### config.mk
export PLATFORM = sky130hd
export DESIGN_NAME = prince_req_seq
export DESIGN_NICKNAME = d
export VERILOG_FILES = /design/src/rtl/prince_req_seq.sv
export SDC_FILE = /design/constraint.sdc
export NUM_CORES = 1
export LEC_CHECK = 0
export ABC_AREA = 1
export CAP_MARGIN = 20
export CORE_ASPECT_RATIO = 2
export CORE_MARGIN = 4
export CORE_UTILIZATION = 25
export CTS_CLUSTER_SIZE = 30
export DETAILED_ROUTE_END_ITERATION = 10
export HOLD_SLACK_MARGIN = 0.05
export PLACE_DENSITY = 0.59
export REMOVE_ABC_BUFFERS = 1
export SYNTH_ARGS = -nofsm -noshare
export SYNTH_HDL_FRONTEND = slang
export SYNTH_SLANG_ARGS = --single-unit
### constraint.sdc
create_clock -name clk -period 4 [get_ports clk]
set_input_delay 0.4 -clock clk [delete_from_list [all_inputs] [get_ports clk]]
set_output_delay 0.4 -clock clk [all_outputs]
set_load 0.02 [all_outputs]
### src/rtl/prince_req_seq.sv
// rtl/prince_req_seq.sv - request sequencer for the round-based PRINCE core
// Latches one request, pulses st, tracks act with timeouts, buffers one result.
module prince_req_seq #(
   parameter int DW      = 64,
   parameter int KW      = 128,
   parameter int ACT_TMO = 4,
   parameter int RUN_TMO = 16
) (
   input  logic          clk,
   input  logic          rst_n,
   input  logic          in_valid,
   output logic          in_ready,
   input  logic [DW-1:0] in_pt,
   input  logic [KW-1:0] in_key,
   input  logic          in_dec,
   output logic          st,
   input  logic          act,
   output logic [DW-1:0] core_pt,
   output logic [KW-1:0] core_key,
   output logic          core_dec,
   input  logic [DW-1:0] core_ct,
   output logic          out_valid,
   input  logic          out_ready,
   output logic [DW-1:0] out_ct,
   output logic          busy,
   output logic          err,
   input  logic          clr_err
);

   localparam int TMO_MAX = (ACT_TMO > RUN_TMO) ? ACT_TMO : RUN_TMO;
   localparam int CW      = $clog2(TMO_MAX) + 1;
   localparam logic [CW-1:0] ACT_LIM = CW'(ACT_TMO);
   localparam logic [CW-1:0] RUN_LIM = CW'(RUN_TMO);
   localparam logic [CW-1:0] CNT_MAX = '1;

   typedef enum logic [2:0] {IDLE, START, WAIT_ACT, RUN, DONE} state_t;

   state_t          state_q, state_d;
   logic [CW-1:0]   cnt_q, cnt_d, cnt_inc;
   logic            st_q, st_d;
   logic            out_valid_q, out_valid_d;
   logic [DW-1:0]   out_ct_q, out_ct_d;
   logic [DW-1:0]   core_pt_q, core_pt_d;
   logic [KW-1:0]   core_key_q, core_key_d;
   logic            core_dec_q, core_dec_d;
   logic            err_q, err_d;
   logic            tmo;

   always_comb begin
      state_d     = state_q;
      cnt_d       = cnt_q;
      st_d        = 1'b0;
      out_valid_d = out_valid_q;
      out_ct_d    = out_ct_q;
      core_pt_d   = core_pt_q;
      core_key_d  = core_key_q;
      core_dec_d  = core_dec_q;
      tmo         = 1'b0;
      cnt_inc     = (cnt_q == CNT_MAX) ? cnt_q : cnt_q + CW'(1);

      case (state_q)
         IDLE: begin
            if (in_valid) begin
               core_pt_d  = in_pt;
               core_key_d = in_key;
               core_dec_d = in_dec;
               st_d       = 1'b1;
               state_d    = START;
            end
         end
         START: begin
            cnt_d   = '0;
            state_d = WAIT_ACT;
         end
         WAIT_ACT: begin
            if (act) begin
               cnt_d   = '0;
               state_d = RUN;
            end else begin
               cnt_d = cnt_inc;
               if (cnt_inc >= ACT_LIM) begin
                  tmo     = 1'b1;
                  state_d = IDLE;
               end
            end
         end
         RUN: begin
            // act falling always captures, even on the would-be timeout cycle
            if (!act) begin
               out_ct_d    = core_ct;
               out_valid_d = 1'b1;
               state_d     = DONE;
            end else begin
               cnt_d = cnt_inc;
               if (cnt_inc >= RUN_LIM) begin
                  tmo     = 1'b1;
                  state_d = IDLE;
               end
            end
         end
         DONE: begin
            if (out_ready) begin
               out_valid_d = 1'b0;
               state_d     = IDLE;
            end
         end
         default: state_d = IDLE;
      endcase

      err_d = (tmo) ? 1'b1 : (clr_err ? 1'b0 : err_q);
   end

   always_ff @(posedge clk or negedge rst_n) begin
      if (!rst_n) begin
         state_q     <= IDLE;
         cnt_q       <= '0;
         st_q        <= 1'b0;
         out_valid_q <= 1'b0;
         out_ct_q    <= '0;
         core_pt_q   <= '0;
         core_key_q  <= '0;
         core_dec_q  <= 1'b0;
         err_q       <= 1'b0;
      end else begin
         state_q     <= state_d;
         cnt_q       <= cnt_d;
         st_q        <= st_d;
         out_valid_q <= out_valid_d;
         out_ct_q    <= out_ct_d;
         core_pt_q   <= core_pt_d;
         core_key_q  <= core_key_d;
         core_dec_q  <= core_dec_d;
         err_q       <= err_d;
      end
   end

   assign in_ready  = (state_q == IDLE);
   assign busy      = (state_q != IDLE);
   assign st        = st_q;
   assign out_valid = out_valid_q;
   assign out_ct    = out_ct_q;
   assign core_pt   = core_pt_q;
   assign core_key  = core_key_q;
   assign core_dec  = core_dec_q;
   assign err       = err_q;

endmodule

* Word level (Yosys, flattened, before mapping)
Index checks and enable logic that the tools add are counted.
** Storage, ports and cells
- Register bits after elaboration :: 268
- Output and inout bits :: 262
- Word-level logic and storage cells :: 57
** Cells by class
- $add $sub $neg :: 1
- $lt $le $gt $ge :: 2
- Eq/ne operators :: 11
- Multiplexer cells :: 23
- Bitwise gates (word level) :: 1
- Reductions and logical operators :: 10
** Operator list (number)
- 2-to-1 mux 3 bit :: 6
- 2-to-1 mux 5 bit :: 3
- one-hot mux 3 bit (5 select lines) :: 1
- one-hot mux 5 bit (3 select lines) :: 1
- 2-to-1 mux 1 bit :: 10
- != test 2 bit (second input constant) :: 4
- equality test 3 x 2 -> 1 bit (second input constant) :: 2
- != test 3 bit (second input constant) :: 2
- AND reduction 2 bit :: 3
- nonzero test 3 bit :: 2
- adder 5 x 1 -> 5 bit (second input constant) :: 1
- equality test 5 bit (second input constant) :: 1
- greater-or-equal comparator 5 x 3 -> 1 bit (second input constant) :: 1
- greater-or-equal comparator 5 bit (second input constant) :: 1
- one-hot mux 1 bit (2 select lines) :: 2
- AND reduction 4 bit :: 1
- nonzero test 2 bit :: 2
- equality test 3 x 1 -> 1 bit (second input constant) :: 1
- equality test 3 bit (second input constant) :: 1
- zero test 3 bit :: 1
- AND reduction 3 bit :: 1
- inverter 1 bit :: 1

* Depth between registers and ports, before layout
- Depth in word-level cells :: 7
- Depth in mapped cells :: 8

* Least setup slack after synthesis
No wires, ideal clock.
- Path type :: flip-flop to flip-flop
- From :: register state_q[0]
- To :: register core_key_q[117], in the netlist core_key[117]
- Arrival time :: 1.418 ns
- Required time :: 3.883 ns
- Path slack :: 2.465 ns
- Stages on the path, launching flop included :: 9
- Buffers on the path :: 2
- Clock period less this slack :: 1.535 ns
- Cell sequence :: dfrtp_1 -> nor2_2 -> nand2_1 -> nor2_4 -> inv_2 -> buf_2 -> buf_2 -> nand2_1 -> nand2_1
** Between the ends
- Longest elaborated chain between the ends :: 2
** RTL lines
- start, declared :: RTL line 38 : state_t state_q, state_d;
- start signal, assigned :: RTL line 125 : state_q <= state_d;
- zero test 3 bit :: RTL line 61 : case (state_q)
- AND reduction 2 bit (no line)
- end signal, assigned :: RTL line 131 : core_key_q <= core_key_d;
- end, declared :: RTL line 44 : logic [KW-1:0] core_key_q, core_key_d;
Every way passes these cells.
A chain may end at the register's enable or synchronous reset.

* Worst setup path after layout
- From :: register state_q[0]
- To :: output port in_ready
** Between the ends
- Longest elaborated chain between the ends :: 1
** RTL lines
- zero test 3 bit :: RTL line 137 : assign in_ready = (state_q == IDLE);
- end, declared :: RTL line 12 : output logic in_ready,
Every way passes these cells.

==> run_results.csv <==
group,metric,value,unit
drt,route.vias.total,8710,
place,place_congestion,0.842,
clock_tree,cts_tree,"yes",
global_routing,first_global_vias,9198,
yosys,synthTopCellsByCount,"601 x nand2_1, 268 x dfrtp_1, 46 x mux2_2",
setup_path,cp_top_family,"buffers and inverters",
drt,drt_first_pass_iters,5,
global_routing,grt_antenna_before_repair,11,
power_and_ir_drop,power_leakage,8.04,nW
floorplanning,boundaryPins,525,
setup_path,cp-start-kind,"flip-flop",
floorplanning,core,40500,um^2
yosys,yosysSeqAreaShare,65.4,%
setup_path,path_buf_inv,2,
yosys,ys_types,24,
yosys,yosysWarnings,0,
floorplanning,rows,104,
yosys,ys_async_sr_fraction,100,%
drt,ant_nets,0,
place,dpl.hpwl,28.1,mm
clock_tree,clockBufferDepth,3,
timing,period_share,60.4,%
layout,nets,1808,
timing,rsz0062_at_grt,"false",
place,dp_cells,2046,
drt,wl,37.9,mm
setup_path,path_cells,"nor2_2 > nand2_1 > inv_1 > clkdlybuf4s50_1",
power_and_ir_drop,total_power,14.2,mW
setup_path,cpMaxStageDelayCell,"clkdlybuf4s50_1",
place,port_buffers,524,
timing,slew_viol_final,0,
global_routing,track_usage,16.2,%
floorplanning,die_x,151,um
setup_path,cp.required,3600,ps
timing,hold_viol_final,0,
job,maxCapViolCount,0,
yosys,netlist.area_leader.share,65.4,%
drt,drcViolationCount,0,
setup_path,end_kind,"output port",
power_and_ir_drop,power_density,840,nW/um^2
yosys,netlist_top_cells_area,"dfrtp_1 65%, nand2_1 22%, mux2_2 5.0%",
setup_path,worstPathMaxFanout,4,
clock_tree,post-cts-setup-buffers,0,
yosys,netlist_instances,1031,
yosys,synth_area,10300,um^2
outcome,status,"finished clean",
power_and_ir_drop,ir_drop,0.487,mV
timing,setup_violations,0,
layout,final_cells,2097,
yosys,synthFlopType,"dfrtp_1",
layout,utilization,41.9,%
clock_tree,cts.sink_count,268,
clock_tree,cts_resized,0,
setup_path,worst-setup-path-type,"flip-flop to output port",
drt,wl_per_cell,18.1,um
timing,slew_headroom,29.7,%
yosys,yosys.area.top_type,"dfrtp_1",
floorplanning,die_h,294,um
yosys,yosysMostFrequentCell,"nand2_1",
timing,max_freq,414,MHz
global_routing,grt_pass1_wl,55.0,mm
yosys,synth.avg_cell_area,9.95,um^2
global_routing,overflow,0,
clock_tree,htreeDepth,1,
yosys,ys_ff_latch,268,
global_routing,grt_max_degree,195,
setup_path,cp.arrival,2020,ps
hold_path,min_path_type,"primary input to flip-flop",
layout,area_delta_synth_final,65.1,%
clock_tree,clkTransAtPathRegs,70,ps
drt,routed_via_density,4.15,
clock_tree,clk_latency,540,ps
drt,initialDrtViolationCount,285,
clock_tree,numCtsBuffers,25,
layout,drive_gt1_share,7.70,%
layout,fillers,3929,
floorplanning,die_area,44500,um^2
timing,tightestPinTransition,1050,ps
clock_tree,root_buffer,"clkbuf_16",
timing,fin_skew,9.10,ps
yosys,synth_edf_count,0,
setup_path,slowest_delay,640,ps
floorplanning,start_util,25.4,%
timing,period_minus_slack,2420,ps
## cell families (layout without fill, tap and decap cells)
kind of cell,count (synthesis),after routing,share of synthesized area (%)
and+or+nand+nor,624,624,23.1
muxes,64,64,7.68
AOI/OAI and AO/OA,10,10,0.610
xor gates and xnor gates,1,1,0.0854
buffers and inverters,63,591,3.05
adders and majority gates,1,1,0.122
other,0,8,0
DFF,268,268,65.4
## metrics by stage
step	TNS [ps]	instance area, um^2	hold slack, ps	setup slack (ps)
finish	0	16900	397	1580
floorplan	-222410	10000	104	-1150
global placement	0	16000	452	1620
CTS	0	16900	354	1540
global route	0	16900	372	1460
detailed placement	0	16000	457	1570
## final cells by class
type | count | area, um^2 | share of cell area [%]
clock inverters | 11 | 184 | 1.09
well taps | 530 | 663 | 3.91
flip-flops and latches | 268 | 6710 | 39.6
inverters | 14 | 57.6 | 0.340
repair buffers | 535 | 5370 | 31.7
multi-input cells | 700 | 3250 | 19.2
diodes | 8 | 20.0 | 0.118
clock buffers | 31 | 688 | 4.06
## cell usage in the layout (no fill, tap or decap), drive strengths merged, types with 5 or more instances in the layout
| master | instances |
|---|---|
| buf | 11 |
| o21ai | 5 |
| dfrtp | 268 |
| clkbuf | 31 |
| nand2 | 601 |
| clkinv | 6 |
| mux2 | 64 |
| bufinv | 5 |
| nor2 | 15 |
| inv | 14 |
| diode | 8 |
| clkdlybuf4s50 | 523 |
| nand3 | 5 |
## state kept, by name, summed over array words and instances (netlist names)
name / cells
st: 1
core_key: 128
err: 1
core_pt: 64
out_valid: 1
cnt_q: 5
out_ct: 64
state_q: 3
core_dec: 1
## power by group
group	switching, mW	total (mW)	internal (mW)
registers	0.727	4.73	4.00
clock network	1.07	2.60	1.54
logic	3.71	6.91	3.20
total	5.50	14.2	8.74
## layer usage
metal	vias up	routed length (um)	track usage (%)
li1	4191	-	-
met2	329	20300	29.9
met3	72	3060	4.63
met5	-	57	0
met4	8	1510	6.89
met1	4110	12900	16.6
## worst reg2reg max path, cell delays in order (launching register included)
cell and delay [ps]:
dfrtp_1 420, nor2_2 180, nand2_1 160, nor2_4 190
buf_12 540, nand2_1 510, nand2_1 130
## worst paths after layout
path                             start           end  slack (ps)  cells past startpoint
max in group asynchronous        rst_n  core_key[82]        2420                      3
min in group asynchronous        rst_n    out_ct[60]         500                      2
hold reg to reg            core_pt[57]   core_pt[57]         470                      2
setup reg to reg            state_q[0]   core_pt[40]        1800                      6
hold / removal               in_pt[47]   core_pt[47]         400                      3
setup / recovery            state_q[0]      in_ready        1580                      4
## repair_timing
item	CTS	global route
endpoints found under the hold margin	102	0
hold buffers	1	0
endpoints found under the setup margin	0	0
Note: power is estimated with default switching activity, not from simulation.
